==> src/rtl/game_pkg.sv <==
// Shared game definitions: control-unit round-end state encodings and the
// countdown FSM state type.
package game_pkg;

  localparam logic [3:0] GS_DRAW = 4'b0110;
  localparam logic [3:0] GS_GOOD = 4'b1000;
  localparam logic [3:0] GS_OUCH = 4'b1001;
  localparam logic [3:0] GS_WIN  = 4'b1010;
  localparam logic [3:0] GS_LOSE = 4'b1011;

  typedef enum logic [1:0] {
    S_IDLE  = 2'd0,
    S_COUNT = 2'd1,
    S_GO    = 2'd2
  } cd_state_t;

  function automatic logic is_round_end(input logic [3:0] game_state);
    return (game_state == GS_DRAW) || (game_state == GS_GOOD) ||
           (game_state == GS_OUCH) || (game_state == GS_WIN)  ||
           (game_state == GS_LOSE);
  endfunction

endpackage

==> src/rtl/tick_gen.sv <==
// Countdown prescaler: while enabled, pulses TICK once every DIV cycles,
// starting from zero each time it is enabled.
module tick_gen #(
  parameter int DIV = 4
) (
  input  logic CLK,
  input  logic RST,
  input  logic EN,
  output logic TICK
);

  localparam int W = $clog2(DIV + 1);
  localparam logic [W-1:0] LAST = W'(DIV - 1);

  logic [W-1:0] cnt;

  assign TICK = EN && (cnt == LAST);

  // NOTE: sequential state uses non-blocking assignments so every register samples pre-edge values.
  always_ff @(posedge CLK) begin
    if (RST || !EN) begin
      cnt <= '0;
    end else if (cnt == LAST) begin
      cnt <= '0;
    end else begin
      cnt <= cnt + 1'b1;
    end
  end

endmodule

==> src/rtl/ready_countdown.sv <==
// Collects per-player ready pulses and, once every seated player is ready,
// runs a registered countdown on NUM and then raises OK until the round ends.
module ready_countdown
  import game_pkg::*;
#(
  parameter int PLAYERS     = 2,
  parameter int NUM_W       = 4,
  parameter int COUNT_START = 5,
  parameter int TICK_DIV    = 50_000_000
) (
  input  logic               CLK,
  input  logic               RST,
  input  logic [PLAYERS-1:0] READY_IN,
  input  logic [PLAYERS-1:0] PRESENT,
  input  logic [3:0]         STATE,
  output logic [NUM_W-1:0]   NUM,
  output logic               OK
);

  localparam logic [NUM_W-1:0] START = NUM_W'(COUNT_START);

  logic [PLAYERS-1:0] keep;
  logic               round_end;
  logic               all_ready;
  logic               count_en;
  logic               tick;
  cd_state_t          state;

  assign round_end = is_round_end(STATE);
  // An absent player counts as ready, but an empty table is never ready.
  assign all_ready = (|PRESENT) && (&(keep | ~PRESENT));
  assign count_en  = (state == S_COUNT);

  tick_gen #(
    .DIV (TICK_DIV)
  ) u_tick_gen (
    .CLK  (CLK),
    .RST  (RST),
    .EN   (count_en),
    .TICK (tick)
  );

  always_ff @(posedge CLK) begin
    if (RST || round_end) begin
      keep <= '0;
    end else begin
      keep <= keep | READY_IN;
    end
  end

  always_ff @(posedge CLK) begin
    if (RST || round_end) begin
      state <= S_IDLE;
      NUM   <= '0;
      OK    <= 1'b0;
    end else begin
      case (state)
        S_IDLE: begin
          NUM <= '0;
          OK  <= 1'b0;
          if (all_ready) begin
            if (COUNT_START == 0) begin
              state <= S_GO;
              OK    <= 1'b1;
            end else begin
              state <= S_COUNT;
              NUM   <= START;
            end
          end
        end
        S_COUNT: begin
          if (!all_ready) begin
            state <= S_IDLE;
            NUM   <= '0;
            OK    <= 1'b0;
          end else if (tick) begin
            // Last step lands on GO; the <= guard keeps NUM from wrapping.
            if (NUM <= 1) begin
              state <= S_GO;
              NUM   <= '0;
              OK    <= 1'b1;
            end else begin
              NUM <= NUM - 1'b1;
            end
          end
        end
        S_GO: begin
          NUM <= '0;
          OK  <= 1'b1;
        end
        default: begin
          state <= S_IDLE;
          NUM   <= '0;
          OK    <= 1'b0;
        end
      endcase
    end
  end

endmodule

==> config.mk <==
export PLATFORM = sky130hd
export DESIGN_NAME = ready_countdown
export DESIGN_NICKNAME = d
export VERILOG_FILES = /design/src/rtl/game_pkg.sv /design/src/rtl/tick_gen.sv /design/src/rtl/ready_countdown.sv
export SDC_FILE = /design/constraint.sdc
export NUM_CORES = 1
export LEC_CHECK = 0
export ABC_AREA = 1
export CAP_MARGIN = 10
export CORE_ASPECT_RATIO = 1.5
export CORE_MARGIN = 5
export CORE_UTILIZATION = 30
export CTS_BUF_LIST = sky130_fd_sc_hd__clkbuf_16
export CTS_CLUSTER_SIZE = 8
export DETAILED_ROUTE_END_ITERATION = 10
export GPL_TIMING_DRIVEN = 0
export HOLD_SLACK_MARGIN = 0.03
export PLACE_DENSITY = 0.5
export RECOVER_POWER = 50
export SYNTH_ARGS = -nofsm -noshare
export SYNTH_HDL_FRONTEND = slang
export SYNTH_HIERARCHICAL = 1
export SYNTH_SLANG_ARGS = --single-unit
==> constraint.sdc <==
create_clock -name CLK -period 1.85 [get_ports CLK]
set_input_delay 0.185 -clock CLK [delete_from_list [all_inputs] [get_ports CLK]]
set_output_delay 0.185 -clock CLK [all_outputs]
set_load 0.1 [all_outputs]
==> results.cfg, run 1 <==
[power_and_ir_drop]
vdd_ir_drop_max_mv = 0.316
p_leak_nw = 0.981
power.share.sequential_pct = 42.9
p_sw_share_pct = 26.4
p_int_mw = 1.36
p_clk_share_pct = 42.8
p_sw_mw = 0.486
power_density_nw_per_um2 = 748
pwr-share-comb_pct = 14.3

[sta]
final_hold_viol_count = 0
fin_crit_ns = 1.76
tightest_slew_ns = 0.955
finalSetupViolCount = 0
final.setup_skew_ns = 0.00478
final_max_slew_viol_count = 0
fmax_ghz = 0.570
rsz0062_at_grt = no
hold_ws_ns = 0.445
period_share_pct = 94.9
slew_headroom_pct = 36.6
fin_ws_ns = 0.0944

[grt]
grt_first_pass_wirelength_mm = 8.19
grt_use_total_pct = 11.7
grt_overflow = 0
grt_pass1_vias = 1806
grt_max_degree = 11
antenna_found_initial = 0

[layout]
diodes = 0
multi_input_area_um2 = 1190
syn2layout_area_growth_pct = 19.8
finalNonFillerCells = 422
mostFrequentLayoutCells = 96 x nand2_1, 63 x nor2_1, 41 x inv_1
regArea_um2 = 707
drive_gt1_share_pct = 11.6
fin_area_um2 = 2460
fill_cells = 763
final_common_cell = nand2_1
layout.nets = 359

[outcome]
status = complete, no violations

[die]
io_pins = 15
rows = 37
die_area_um2 = 8640
die_w_um = 77.6
core-area_um2 = 6760
start_util_pct = 30.4
dieHeight_um = 111

[synthesis]
synth-seq-cells = 35
yosysSeqAreaShare_pct = 34.1
yosysWarnings = 6
synth.area.top_cells = dfxtp_1 34%, nand2_1 18%, nor2_1 12%, inv_1 7.3%, nand3_1 5.1%
ys.flop_type = dfxtp_1
synth-edff-count = 0
synth_cells = 321
avgSynthCellArea_um2 = 6.40
synth_cell_types = 30
syn_nets = 337
synth_top_area_share_pct = 34.1
synth_top_cell_by_area = dfxtp_1
postSynth.asyncResetShare_pct = 0
syn_area_um2 = 2060

[place]
io_buffer_count = 14
gp_congestion = 0.788
placed_cells = 413
placed_area_um2 = 2300
dp_hpwl_mm = 3.79
dp_slack_ns = -0.0544

[routing]
vias_per_cell = 4.44
wirelength_mm = 4.71
num_vias = 1875
drc = 0
drt_pre_antenna_iters = 4
ant_nets = 0
wl_per_cell_um = 11.2
dr.first_iter.drc_count = 86

[setup_path]
cp_max_fo = 6
r2r_slack_ns = 0.18
path_delay_family = buffers and inverters
required_ns = 1.66
worstSetupPathType = reg -> out
path_buf_inv = 1
critical_path.endpoint_type = output pin
cp-start-kind = register
crit_chain = dlygate4sd2_1
critPathSlowestCell = dlygate4sd2_1
crit_arrival_ns = 1.57
critPathMaxStageDelay_ns = 0.88

[clock_network]
cts_tree = done
numCtsBuffers = 5
cts.clk_slew.worst_paths_ns = 0.05
cts.sinks = 35
clockRootBuffer = clkbuf_16
cts_buffer_depth = 2
htree_levels = 2
clk_latency_ns = 0.28
holdBufCountCts = 0

[run]
cap_violations = 0

[min_path]
hold_class = reg -> reg
==> flip-flops by register name, indices dropped and copies added, names as in the netlist <==
signal          flops
OK                  1
keep                2
u_tick_gen/cnt     26
NUM                 4
state               2
==> cell usage after synthesis (2+ instances only) <==
cell	count
a21oi_1	14
a21oi_2	2
buf_6	2
dfxtp_1	35
ha_1	6
inv_1	40
inv_2	3
nand2_1	97
nand2_4	2
nand3_1	21
nor2_1	63
nor2_2	7
o21ai_0	4
or2_0	2
xnor2_1	5
xor2_1	4
==> worst paths after layout <==
kind	cells after the start	from	endpoint
setup / recovery	1	NUM[2]$_SDFFE_PP0P_	NUM[2]
hold / removal	1	u_tick_gen/cnt[0]$_SDFF_PP0_	u_tick_gen/cnt[0]$_SDFF_PP0_
setup reg to reg	10	u_tick_gen/cnt[0]$_SDFF_PP0_	state[0]$_SDFFE_PP0P_
hold reg to reg	1	u_tick_gen/cnt[0]$_SDFF_PP0_	u_tick_gen/cnt[0]$_SDFF_PP0_
==> what timing repair did <==
action                     CTS  global route
hold endpoints to repair     0             0
setup endpoints to repair    8             7
setup buffers                0             1
resized for setup            6             9
pin swaps                    1             4
==> area by class of cell <==
class | instances | area share (%)
Clock inverter | 3 | 0.508
Multi-Input combinational cell | 240 | 48.3
Timing Repair Buffer | 15 | 5.74
Sequential cell | 35 | 28.7
Clock buffer | 5 | 5.08
Inverter | 44 | 6.75
Buffer | 2 | 0.914
Tap cell | 78 | 3.96
==> metal layers <==
| layer | vias up | track usage [%] | wire length [µm] |
|---|---|---|---|
| met5 | - | 0 | 0 |
| met4 | 0 | 4.47 | 84 |
| li1 | 1023 | - | - |
| met3 | 6 | 2.18 | 87 |
| met1 | 836 | 11.9 | 1790 |
| met2 | 10 | 22.7 | 2750 |
==> cells by family after synthesis <==
group / Yosys count / share of synthesized area [%]
simple gates: 201 / 42.1
fa+ha+maj: 6 / 3.65
flops: 35 / 34.1
xor+xnor: 9 / 3.83
compound gates: 24 / 7.18
buf+inv: 46 / 9.19
==> power groups by stage <==
stage / logic, mW / clock network [mW] / registers [mW]
4_1_cts: 0.272 / 0.818 / 0.789
2_1_floorplan: 0.176 / 0 / 0.830
6_report: 0.263 / 0.789 / 0.791
5_1_grt: 0.298 / 0.860 / 0.793
3_5_place_dp: 0.272 / 0 / 0.806
3_3_place_gp: 0.270 / 0 / 0.805
==> per-stage QoR <==
stage | util [%] | setup TNS, ns | power (mW)
global placement | 34.0 | -0.210 | 1.08
global route | 36.4 | 0 | 1.95
finish | 36.4 | 0 | 1.84
floorplan | - | 0 | 1.01
CTS | 36.0 | 0 | 1.88
detailed placement | 34.0 | -0.133 | 1.08
(Power assumes the default switching activity.)
==> run 2: changes to the inputs <==
--- a/config.mk
+++ b/config.mk
@@ -10,7 +10,7 @@
 export CORE_ASPECT_RATIO = 1.5
 export CORE_MARGIN = 5
 export CORE_UTILIZATION = 30
-export CTS_BUF_LIST = sky130_fd_sc_hd__clkbuf_16
+export CTS_BUF_LIST = sky130_fd_sc_hd__clkbuf_4
 export CTS_CLUSTER_SIZE = 8
 export DETAILED_ROUTE_END_ITERATION = 10
 export GPL_TIMING_DRIVEN = 0
==> run 2 against run 1 <==
Against the previous run: setup slack worse by 0.017 ns; final cell count did not move; clock skew up 0.0094 ns; non-clock buffer count did not move; largest power group unchanged.
==> results.cfg, run 2 (synthesis results as in run 1) <==
[outcome]
status = complete, no violations

[power_and_ir_drop]
p_leak_nw = 0.933
vdd_ir_drop_max_mv = 0.267
total_power_mw = 1.49
power_density_nw_per_um2 = 624

[grt]
grt_use_total_pct = 11.5
grt_max_degree = 11
grt_first_pass_wirelength_mm = 8.07
grt_pass1_vias = 1796
busiest_layer = met2
antenna_found_initial = 0
met1_usage_pct = 11.4
use_met2_pct = 22.8
use_met3_pct = 2.18
grt_overflow = 0

[layout]
layout.nets = 359
mostFrequentLayoutCells = 96 x nand2_1, 63 x nor2_1, 39 x inv_1
final_common_cell = nand2_1
regMostFlops = u_tick_gen/cnt
syn2layout_area_growth_pct = 16.0
diodes = 0
fin_area_um2 = 2380
drive_gt1_share_pct = 12.2
reg.largest.list = u_tick_gen/cnt: 26 flops, NUM: 4 flops
largest_register_ffs = 26
finalNonFillerCells = 422
fill_cells = 773

[run]
cap_violations = 0

[die]
core-area_um2 = 6760
die_area_um2 = 8640
dieHeight_um = 111
die_w_um = 77.6
io_pins = 15
rows = 37
start_util_pct = 30.4

[routing]
drt_pre_antenna_iters = 4
dr.first_iter.drc_count = 67
ant_nets = 0
vias_per_cell = 4.51
num_vias = 1905
wirelength_mm = 4.69
drc = 0
wl_per_cell_um = 11.1

[place]
gp_congestion = 0.788
placed_area_um2 = 2300
dp_hpwl_mm = 3.79
io_buffer_count = 14
placed_cells = 413

[clock_network]
clockRootBuffer = clkbuf_4
cts.sinks = 35
clk_latency_ns = 0.34
cts_buffer_depth = 2
htree_levels = 2
numCtsBuffers = 5
cts.clk_slew.worst_paths_ns = 0.10
cts_tree = done

[sta]
fin_setup_tns_ns = 0
finalSetupViolCount = 0
fin_crit_ns = 1.77
fmax_ghz = 0.564
final.setup_skew_ns = 0.0142
period_share_pct = 95.8
final_hold_viol_count = 0
slew_headroom_pct = 36.6
tightest_slew_ns = 0.955
rsz0062_at_grt = no
final_max_slew_viol_count = 0

[setup_path]
cp-start-kind = register
crit_chain = clkdlybuf4s15_1
worstSetupPathType = reg -> out
crit_arrival_ns = 1.59
path_buf_inv = 1
critical_path.endpoint_type = output pin
critPathMaxStageDelay_ns = 0.84
cp_max_fo = 5
path_delay_family = buffers and inverters
required_ns = 1.66
critPathSlowestCell = clkdlybuf4s15_1

[min_path]
hold_class = in -> reg
-- run 2: where the power goes --
part / internal, mW / leakage, nW / total, mW / switching, mW
clock: 0.178 / 0.0361 / 0.435 / 0.257
sequential: 0.773 / 0.285 / 0.790 / 0.0171
combinational: 0.0970 / 0.612 / 0.263 / 0.166
-- run 2: area by class of cell --
cell class	count	area, µm²	area share (%)
timing repair buffer	15	139	5.82
clock inverter	1	5.00	0.210
tap	78	97.6	4.09
inverter	44	166	6.98
multi-input combinational	240	1200	50.2
sequential	35	706	29.6
clock buffer	7	52.6	2.20
buffer	2	22.5	0.944
-- run 2: routing by layer --
metal,wire [µm],up-vias
li1,-,1023
met1,1740,864
met2,2770,13
met3,93,5
met4,80,0
met5,0,-
-- run 2: path summary, 6_finish.rpt --
kind | start | to | slack, ns | cells past startpoint
max | NUM[3]$_SDFFE_PP0P_ | NUM[3] | 0.08 | 1
min | READY_IN[0] | keep[0]$_SDFF_PP0_ | 0.40 | 3
max reg2reg | u_tick_gen/cnt[1]$_SDFF_PP0_ | state[0]$_SDFFE_PP0P_ | 0.18 | 10
min reg2reg | u_tick_gen/cnt[0]$_SDFF_PP0_ | u_tick_gen/cnt[0]$_SDFF_PP0_ | 0.46 | 1
-- run 2: per-stage QoR --
step	worst slack (ns)	hold WS (ns)	utilization, %
after floorplan	0.177	0.314	-
final	0.0769	0.404	35.3
after global placement	-0.0810	0.434	34.0
after CTS	0.00259	0.386	34.9
after detailed placement	-0.0544	0.445	34.0
after global routing	0.0173	0.409	35.3
-- run 2: repair_timing --
item                                    4_1_cts  5_1_grt
buffers inserted                              0        1
pin swaps                                     1        3
hold buffers                                  0        0
resized for setup                             7       11
endpoints found under the hold margin         0        0
endpoints found under the setup margin        8       12
